===== src/rtl/key_debounce.sv =====
// Push-button debouncer: two-flop synchronizer, four-state debounce FSM and
// registered press/release/long-press strobes. Long press gated by KEY_LONG_PRESS_EN.
module key_debounce #(
  parameter int unsigned DEBOUNCE_CYCLES = 1_000_000,
  parameter int unsigned LONG_CYCLES     = 50_000_000
) (
  input  logic sys_clk,
  input  logic sys_rst,
  input  logic key_in,
  output logic key_state,
  output logic press_pulse,
  output logic release_pulse,
  output logic long_pulse
);

  localparam int unsigned DB_W = $clog2(DEBOUNCE_CYCLES);
  localparam logic [DB_W-1:0] DB_LAST = DB_W'(DEBOUNCE_CYCLES - 1);

  typedef enum logic [1:0] {
    IDLE,
    PRESS_DB,
    PRESSED,
    REL_DB
  } state_t;

  // Synchronizer (reset to the released level, key_in is active-low)
  logic sync1_d, sync1_q;
  logic key_sync_d, key_sync_q;

  always_comb begin
    sync1_d    = key_in;
    key_sync_d = sync1_q;
  end

  always_ff @(posedge sys_clk or posedge sys_rst) begin
    if (sys_rst) begin
      sync1_q    <= 1'b1;
      key_sync_q <= 1'b1;
    end else begin
      sync1_q    <= sync1_d;
      key_sync_q <= key_sync_d;
    end
  end

  // Debounce FSM
  state_t          state_d, state_q;
  logic [DB_W-1:0] db_cnt_d, db_cnt_q;
  logic            key_state_d, key_state_q;
  logic            press_d, press_q;
  logic            release_d, release_q;
  logic            new_press;

  always_comb begin
    state_d     = state_q;
    db_cnt_d    = db_cnt_q;
    key_state_d = key_state_q;
    press_d     = 1'b0;
    release_d   = 1'b0;
    new_press   = 1'b0;
    case (state_q)
      IDLE: begin
        db_cnt_d = '0;
        if (!key_sync_q) state_d = PRESS_DB;
      end
      PRESS_DB: begin
        if (key_sync_q) begin
          state_d  = IDLE;
          db_cnt_d = '0;
        end else if (db_cnt_q == DB_LAST) begin
          state_d     = PRESSED;
          db_cnt_d    = '0;
          press_d     = 1'b1;
          key_state_d = 1'b1;
          new_press   = 1'b1;
        end else begin
          db_cnt_d = db_cnt_q + DB_W'(1);
        end
      end
      PRESSED: begin
        db_cnt_d = '0;
        if (key_sync_q) state_d = REL_DB;
      end
      REL_DB: begin
        if (!key_sync_q) begin
          state_d  = PRESSED;
          db_cnt_d = '0;
        end else if (db_cnt_q == DB_LAST) begin
          state_d     = IDLE;
          db_cnt_d    = '0;
          release_d   = 1'b1;
          key_state_d = 1'b0;
        end else begin
          db_cnt_d = db_cnt_q + DB_W'(1);
        end
      end
      default: begin
        state_d  = IDLE;
        db_cnt_d = '0;
      end
    endcase
  end

  always_ff @(posedge sys_clk or posedge sys_rst) begin
    if (sys_rst) begin
      state_q     <= IDLE;
      db_cnt_q    <= '0;
      key_state_q <= 1'b0;
      press_q     <= 1'b0;
      release_q   <= 1'b0;
    end else begin
      state_q     <= state_d;
      db_cnt_q    <= db_cnt_d;
      key_state_q <= key_state_d;
      press_q     <= press_d;
      release_q   <= release_d;
    end
  end

  assign key_state     = key_state_q;
  assign press_pulse   = press_q;
  assign release_pulse = release_q;

`ifdef KEY_LONG_PRESS_EN
  localparam int unsigned LG_W = $clog2(LONG_CYCLES);
  localparam logic [LG_W-1:0] LONG_LAST = LG_W'(LONG_CYCLES - 1);

  logic [LG_W-1:0] long_cnt_d, long_cnt_q;
  logic            fired_d, fired_q;
  logic            long_d, long_q;

  // Counter only advances while settled in PRESSED, so REL_DB time is held out.
  always_comb begin
    long_cnt_d = long_cnt_q;
    fired_d    = fired_q;
    long_d     = 1'b0;
    if (new_press) begin
      long_cnt_d = '0;
      fired_d    = 1'b0;
    end else if (state_q == PRESSED) begin
      if (long_cnt_q != LONG_LAST) begin
        long_cnt_d = long_cnt_q + LG_W'(1);
      end else if (!fired_q) begin
        long_d  = 1'b1;
        fired_d = 1'b1;
      end
    end
  end

  always_ff @(posedge sys_clk or posedge sys_rst) begin
    if (sys_rst) begin
      long_cnt_q <= '0;
      fired_q    <= 1'b0;
      long_q     <= 1'b0;
    end else begin
      long_cnt_q <= long_cnt_d;
      fired_q    <= fired_d;
      long_q     <= long_d;
    end
  end

  assign long_pulse = long_q;
`else
  logic unused_long_cfg;
  assign unused_long_cfg = (LONG_CYCLES != 0);
  assign long_pulse      = 1'b0;
`endif

endmodule


===== config.mk =====
export PLATFORM = sky130hd
export DESIGN_NAME = key_debounce
export DESIGN_NICKNAME = d
export VERILOG_FILES = /design/src/rtl/key_debounce.sv
export SDC_FILE = /design/constraint.sdc
export NUM_CORES = 1
export LEC_CHECK = 0
export ABC_AREA = 1
export CORE_MARGIN = 4
export CORE_UTILIZATION = 40
export CTS_CLUSTER_SIZE = 12
export DETAILED_ROUTE_END_ITERATION = 12
export PLACE_DENSITY = 0.65
export SLEW_MARGIN = 20
export SYNTH_ARGS = -nofsm -noshare
export SYNTH_HDL_FRONTEND = slang
export SYNTH_SLANG_ARGS = --single-unit

===== constraint.sdc =====
create_clock -name sys_clk -period 1.8 [get_ports sys_clk]
set_clock_uncertainty 0.05 [all_clocks]
set_input_delay 0.27 -clock sys_clk [delete_from_list [all_inputs] [get_ports sys_clk]]
set_output_delay 0.27 -clock sys_clk [all_outputs]
set_load 0.05 [all_outputs]

**Yosys cells after proc, flatten, opt, wreduce, memory -nomap -nowiden**

Cells that the tools add are included.
W data, S select, Z words.

- Add/subtract/negate cells: 1
- Eq/ne operators: 12
- Muxes and demuxes: 21
- Reduce and logical (&&, ||, !) cells: 5

Operator list:

| kind | count |
|---|---|
| $mux W20 | 3 |
| $pmux W20 S3 | 1 |
| $add A20 B1 Y20 const B | 1 |
| $eq A20 B20 Y1 const B | 1 |
| $mux W2 | 6 |
| $ne A2 B2 Y1 const B | 6 |
| $mux W1 | 9 |
| $pmux W2 S4 | 1 |
| $ne A3 B3 Y1 const B | 2 |
| $reduce_and A5 Y1 | 1 |
| $eq A2 B2 Y1 const B | 2 |
| $reduce_and A4 Y1 | 1 |
| $eq A2 B1 Y1 const B | 1 |
| $logic_not A2 Y1 | 1 |
| $pmux W1 S2 | 1 |
| $reduce_bool A2 Y1 | 1 |
| $reduce_or A2 Y1 | 1 |

- Flip-flop bits (word level): 27
- Input port bits: 3
- Output and inout bits: 4
- Word-level logic and storage cells: 46

**Depth between registers and ports, before layout**

Gate-level depths: netlist of run 1.

- Depth in word-level cells: 4
- Depth in mapped cells: 9
- Depth with buffers taken out: 9

**Least setup slack after synthesis of run 1**

OpenSTA, ideal clock, no wires.

- Path type: register -> register
- Start: register db_cnt_q[0]
- End: register db_cnt_q[10]
- Setup time: 0.119 ns
- Data arrival time: 1.258 ns
- Required time: 1.631 ns
- Setup slack: 0.373 ns
- Stages on the path, launching flop included: 9
- Buffers on the path: 0
- Clock period less this slack: 1.427 ns
- Cell sequence: dfrtp_1 > ha_1 > nand2_2 > nor2_4 > nand4_2 > nor2_4 > nor2_4 > inv_4 > nor2_1

- Cells in the longest elaborated chain, start to end: 4
- Elaborated cells on any way between the ends: 6
- Classes of those cells: add/sub: 1; eq/ne: 1; mux: 4

Ends and longest elaborated chain:

| element | RTL line | source |
|---|---|---|
| start: declaration | 47 | `logic [DB_W-1:0] db_cnt_d, db_cnt_q;` |
| start signal: assignment | 112 | `db_cnt_q <= db_cnt_d;` |
| $add A20 B1 Y20 or $eq A20 B20 Y1 (tied branches) | - |  |
| $mux W20 * | 69, 87 |  |
| $mux W20 (on tied branches) | 84, 66 |  |
| $pmux W20 S3 * | 60 | `case (state_q)` |
| via db_cnt_d[10] | 47 |  |

Mark *: on every way through the listed nets, which the timed path passes. The rest lies on a longest branch.
A chain may end at the register's enable or synchronous reset.

**Worst setup path after layout of run 1**

- Start: register press_q, in the netlist press_pulse
- End: output press_pulse

RTL lines:

| element | RTL line | source |
|---|---|---|
| start: declaration | 49 | `logic press_d, press_q;` |
| start signal: assignment | 114 | `press_q <= press_d;` |
| end: declaration | 11 | `output logic press_pulse,` |

No word-level cell between the ends.

==> results of run 1 <==
-- synth_stat cells --
cell type  instances  share of area
nand2_1           54           0.13
nor2_1            49           0.12
dfrtp_1           25           0.41
inv_1             20          0.049
nand3_1           13          0.043
nor2_4             5          0.037
xor2_1             5          0.029
a21oi_1            4          0.013
nor2_2             4          0.016
nand2_2            3          0.012
nand4_1            3          0.012
nor3_1             3         0.0099
dfstp_2            2          0.035
inv_2              2         0.0049
nand3b_1           2         0.0099
xnor2_1            2          0.012
buf_4              1         0.0049
conb_1             1         0.0025
ha_1               1         0.0082
inv_4              1         0.0041
nand3_2            1         0.0066
nand4_2            1         0.0082
o21a_1             1         0.0049
o21ai_0            1         0.0033
o21ai_1            1         0.0033
o21ai_2            1         0.0058
-- metal layers --
layer,vias up,routed length [um],track usage
met1,560,1490,0.185
met4,0,32,0.0383
met5,-,0,0
met3,4,91,0.0203
li1,650,-,-
met2,19,1190,0.198
-- worst min-delay path by stage --
stage / start / end / slack, ps / cells after the start
after global placement: key_sync_d / key_sync_q / 300 / 0
after detailed placement: key_sync_d / key_sync_q / 300 / 0
after floorplan: key_in / key_sync_d / 220 / 0
final: sys_rst / db_cnt_q[12] / 290 / 3
after CTS: sys_rst / db_cnt_q[12] / 300 / 3
after global routing: key_sync_d / key_sync_q / 320 / 0
-- through the flow --
| stage | cell area (um2) | hold WS (ps) | util |
|---|---|---|---|
| 3_3_place_gp | 1630 | 296 | 0.445 |
| 6_report | 1680 | 292 | 0.458 |
| 4_1_cts | 1680 | 302 | 0.458 |
| 3_5_place_dp | 1630 | 300 | 0.445 |
| 5_1_grt | 1680 | 322 | 0.458 |
| 2_1_floorplan | 1520 | 224 | - |
-- cell usage in the layout, fill, tap and decap left out, drive strengths merged --
| cell | count |
|---|---|
| dfstp | 2 |
| ha | 1 |
| dfrtp | 25 |
| xnor2 | 2 |
| o21ai | 3 |
| nand4 | 4 |
| buf | 2 |
| conb | 1 |
| clkbuf | 3 |
| xor2 | 5 |
| nand2 | 57 |
| inv | 23 |
| nand3 | 14 |
| clkdlybuf4s50 | 4 |
| clkinv | 1 |
| o21a | 1 |
| nor3 | 3 |
| a21oi | 4 |
| nand3b | 2 |
| nor2 | 58 |
-- power by group through the flow --
stage	sequential (W)	combinational, W	clock (W)
floorplan	0.000630	0.0000353	0
global placement	0.000631	0.0000473	0
detailed placement	0.000631	0.0000472	0
CTS	0.000619	0.0000471	0.000350
global route	0.000621	0.0000533	0.000383
finish	0.000619	0.0000457	0.000336
-- cell families (layout without fill, tap and decap cells) --
family                     count (synthesis)  count (layout)  share of synthesized area
AOI/OAI and AO/OA                          8               8                     0.0304
xor gates and xnor gates                   7               7                     0.0403
adders and majority gates                  1               1                    0.00822
buffers and inverters                     24              33                     0.0633
DFF                                       27              27                      0.446
other                                      1               1                    0.00246
and+or+nand+nor                          138             138                      0.410
-- state kept, by name, summed over array words and instances, names as in the netlist, named ones only --
signal         cells
key_sync_q         1
release_pulse      1
state_q            1
press_pulse        1
db_cnt_q          20
key_state          1
key_sync_d         1
-- area by class of cell --
| cell class | instances | area share |
|---|---|---|
| sequential | 27 | 0.405 |
| timing repair buffer | 6 | 0.0329 |
| clock inverter | 1 | 0.00299 |
| multi-input combinational | 155 | 0.446 |
| inverter | 23 | 0.0530 |
| clock buffer | 3 | 0.0246 |
| tap | 48 | 0.0358 |
==> metrics.csv, run 1 <==
metric;value;unit
seq_area_frac_synth;0.446;
flops_latches_synth;27;
grtUsageTotal;0.128;
clockPowerShare;0.336;
critical_path.cell_chain;clkdlybuf4s50_1;
worst_path_buf_inv;1;
dp_worst_setup_slack;205;ps
crit-reg2reg-launch;db_cnt_q[0];
critical_path.top_delay_family;buffers and inverters;
globalRouteOverflowTotal;0;
rr_worst_depth;8;
fin_nets;220;
power.switching_fraction;0.219;
end_point_of_the_critical_path;press_pulse;
min_period_over_period;0.945;
maxCapViolCount;0;
wl;2.80;mm
ctsResizeCount;0;
timing.hold.worst.class;input port to asynchronous set/reset pin;
synth_area_per_cell;7.39;um2
hold_buffer_count_at_cts;0;
status;finished, final reports clean;
fin_tns_setup;0;ps
initial_core_util;0.416;
cellPowerDensity;598;nW/um2
power.share.combinational;0.046;
critPathKind;register to output pin;
drc_errors;0;
critical_path_depth;1;
ctsRootBufferMaster;clkbuf_8;
post_layout_nonfiller_instances;263;
ir_drop;354;uV
arrival_time_at_the_worst_endpoint;1380;ps
fin_ws;98.8;ps
postSynthCellCount;206;
nFillCells;369;
core_area;3660;um2
worstSetupStartpoint;press_pulse;
total_setup_violations_reported_at_the_end_of_the_flow;0;
timing.critical_path.slowest_cell_delay;790;ps
drive_above_1_share;0.121;
wire_length_of_the_first_global_routing_pass;5.15;mm
sequential_cell_area;678;um2
synth.yosys.warnings;0;
grt_setup_unrepaired;false;
synth.distinct_cells;26;
io_buffer_count;5;
clock_buffer_count_from_cts;3;
multi_input_area;747;um2
route.detailed.wl_per_inst;10.6;um
slew_viol_final;0;
clock_tree.htree_level_count;1;
end_kind;output pin;
clock_insertion_delay_worst_skew;270;ps
number_of_clock_sinks_seen_by_cts;27;
power.total;0.00100;W
power_frac_seq;0.619;
hpwl_after_detailed_placement;2.15;mm
reg2reg_slack;210;ps
synth_area;1520;um2
die_height;69.7;um
mappedNetlistNets;210;
grt_start_max_net_pins;28;
ioPinCount;7;
final_number_of_hold_violating_endpoints;0;
postCtsSetupRepairBufs;0;
vias;1233;
routabilityCongestion;0.869;
rows;22;
first_global_vias;1199;
drt-pass1-iter-count;4;
leakage;0.683;nW
detail_route.vias_per_cell;4.69;
start_kind;register;
clock_transition_at_path_regs;90;ps
area.growth.synth_to_final;10.1;%
cp_max_fo;1;
maxClockFrequency;0.588;GHz
number_of_antenna_violations_at_the_first_check_in_global_routing;0;
net-switching-power;0.000219;W
dp_cells;259;
timing.rr.end;db_cnt_q[10];
crit_path_top_delay_cell;clkdlybuf4s50_1;
cts_tree;built;
internal_power_component;0.000782;W
timing.critical_path.required;1480;ps
finalWorstPathRequiredPeriod;1700;ps
first_iter_violations;43;
num_antenna_cells;0;
horizontal_extent_of_the_die;69.7;um
postRouteAntennaNets;0;
fp.dieArea;4850;um2
cts_max_path_buffers;2;
No activity file was read; power rests on OpenSTA's default activity.
==> run 2, diff against run 1 <==
--- a/config.mk
+++ b/config.mk
@@ -10,7 +10,7 @@
 export CORE_UTILIZATION = 40
 export CTS_CLUSTER_SIZE = 12
 export DETAILED_ROUTE_END_ITERATION = 12
-export PLACE_DENSITY = 0.65
+export PLACE_DENSITY_LB_ADDON = 0.05
 export SLEW_MARGIN = 20
 export SYNTH_ARGS = -nofsm -noshare
 export SYNTH_HDL_FRONTEND = slang
==> constraint.sdc (replaced) <==
create_clock -name sys_clk -period 1.6 [get_ports sys_clk]
set_clock_uncertainty 0.05 [all_clocks]
set_input_delay 0.24 -clock sys_clk [delete_from_list [all_inputs] [get_ports sys_clk]]
set_output_delay 0.24 -clock sys_clk [all_outputs]
set_load 0.05 [all_outputs]
==> metrics.csv, run 2 (synthesized netlist as in run 1, its figures left out) <==
metric;value;unit
cp_max_fo;6;
net-switching-power;0.000260;W
maxClockFrequency;0.660;GHz
die_height;69.7;um
drt-pass1-iter-count;4;
ir_drop;306;uV
initial_core_util;0.416;
grtUsageTotal;0.145;
largest_register_ffs;20;
number_of_clock_sinks_seen_by_cts;27;
clock_insertion_delay_worst_skew;270;ps
slew_viol_final;0;
postRouteAntennaNets;0;
critPathKind;register to register;
number_of_antenna_violations_at_the_first_check_in_global_routing;0;
drc_errors;0;
timing.hold.worst.class;input port to asynchronous set/reset pin;
detailed_place.area;1660;um2
rr_worst_depth;6;
core_area;3660;um2
grt_start_max_net_pins;28;
most_common_library_cell_in_the_layout_ignoring_fill_and_taps;nand2_1;
clockPowerShare;0.337;
hold_buffer_count_at_cts;0;
clock_buffer_count_from_cts;3;
timing.rr.end;db_cnt_q[3];
vias;1302;
wl;3.44;mm
grt_setup_unrepaired;true;
cts_max_path_buffers;2;
fp.dieArea;4850;um2
status;finished, final reports clean;
internal_power_component;0.000884;W
wl_met2;1.63;mm
power.switching_fraction;0.227;
io_buffer_count;5;
route.met3.wl;97;um
nFillCells;375;
regMostFlops;db_cnt_q;
hpwl_after_detailed_placement;2.49;mm
num_antenna_cells;0;
detail_route.vias_per_cell;4.77;
globalRouteOverflowTotal;0;
horizontal_extent_of_the_die;69.7;um
ioPinCount;7;
power_frac_seq;0.610;
cts_tree;built;
arrival_time_at_the_worst_endpoint;1670;ps
met1_length;1.67;mm
final_number_of_hold_violating_endpoints;0;
start_kind;register;
clock_transition_at_path_regs;90;ps
min_period_over_period;0.947;
first_iter_violations;42;
ctsRootBufferMaster;clkbuf_8;
drive_above_1_share;0.200;
leakage;0.747;nW
timing.critical_path.required;1760;ps
crit-reg2reg-launch;key_sync_q;
end_kind;register;
routabilityCongestion;0.862;
rows;22;
maxCapViolCount;0;
wire_length_of_the_first_global_routing_pass;5.71;mm
reg2reg_slack;90;ps
finalWorstPathRequiredPeriod;1510;ps
fin_nets;230;
post-route-cell-area;1790;um2
first_global_vias;1253;
clock_tree.htree_level_count;1;
power.share.combinational;0.053;
final_cell_mix;54 x nand2_1, 46 x nor2_1, 25 x dfrtp_1;
cellPowerDensity;640;nW/um2
highest_layer;met4;
area.growth.synth_to_final;17.5;%
route.detailed.wl_per_inst;12.6;um
post_layout_nonfiller_instances;273;
total_setup_violations_reported_at_the_end_of_the_flow;0;
dp_cells;264;
fin_tns_setup;0;ps
==> run 2: cell count changes in the layout (fill, tap and decap cells not counted), moves of 2 or more <==
| cell | previous run | this run |
|---|---|---|
| buf_4 | 2 | 12 |
| clkdlybuf4s50_1 | 4 | 2 |
| nor2_1 | 49 | 46 |
| nor2_2 | 4 | 8 |
| nor3_1 | 3 | 1 |
| nor3_2 | 0 | 2 |
==> run 2: cell type report <==
type / instances / area, um2 / share of cell area
clock buffer: 3 / 41.3 / 0.0231
clock inverter: 1 / 5.00 / 0.00280
inverter: 23 / 91.3 / 0.0511
multi-input combinational: 156 / 797 / 0.446
sequential: 27 / 678 / 0.379
tap: 48 / 60.1 / 0.0336
timing repair buffer: 14 / 110 / 0.0616
timing repair inverter: 1 / 5.00 / 0.00280
==> run 2: critical path: stages (launching register included) <==
cell and delay (ps):
dfstp_2 600, nand2_1 90, inv_1 100, o21ai_2 90
nor2_4 270, clkinv_2 150, nor2_1 110
==> run 2: worst max path at each step <==
stage,from,to,slack (ps),cells past startpoint
4_1_cts,db_cnt_q[1],db_cnt_q[6],20,8
3_3_place_gp,db_cnt_q[1],db_cnt_q[6],100,8
5_1_grt,key_sync_q,db_cnt_q[0],-30,6
3_5_place_dp,db_cnt_q[1],db_cnt_q[10],20,8
2_1_floorplan,db_cnt_q[0],db_cnt_q[10],170,8
6_report,key_sync_q,db_cnt_q[3],90,6
==> run 2: timing repair <==
action	in CTS	in global routing
pin swaps	0	2
cloned	0	2
endpoints found under the setup margin	7	23
resized for setup	1	10
setup buffers	0	3
==> run 2: power by group through the flow <==
| stage | Clock [W] | Combinational [W] | Sequential (W) |
|---|---|---|---|
| after global placement | 0 | 0.0000558 | 0.000709 |
| after global routing | 0.000436 | 0.0000702 | 0.000699 |
| after floorplan | 0 | 0.0000397 | 0.000709 |
| after detailed placement | 0 | 0.0000566 | 0.000710 |
| after CTS | 0.000412 | 0.0000568 | 0.000696 |
| final | 0.000385 | 0.0000610 | 0.000697 |
==> run 2: stage by stage <==
| stage | hold WS, ps | total power (W) | utilization | setup WS (ps) |
|---|---|---|---|---|
| 2_1_floorplan | 194 | 0.000748 | - | 173 |
| 3_3_place_gp | 297 | 0.000765 | 0.454 | 95.3 |
| 3_5_place_dp | 297 | 0.000766 | 0.454 | 19.6 |
| 4_1_cts | 292 | 0.00117 | 0.467 | 22.3 |
| 5_1_grt | 316 | 0.00121 | 0.488 | -26.6 |
| 6_report | 285 | 0.00114 | 0.488 | 85.3 |
==> run 2: metal layers <==
metal | GRT usage | vias to the layer above
met3 | 0.0232 | 5
li1 | - | 672
met1 | 0.188 | 607
met4 | 0.0383 | 0
met2 | 0.250 | 18
met5 | 0 | -
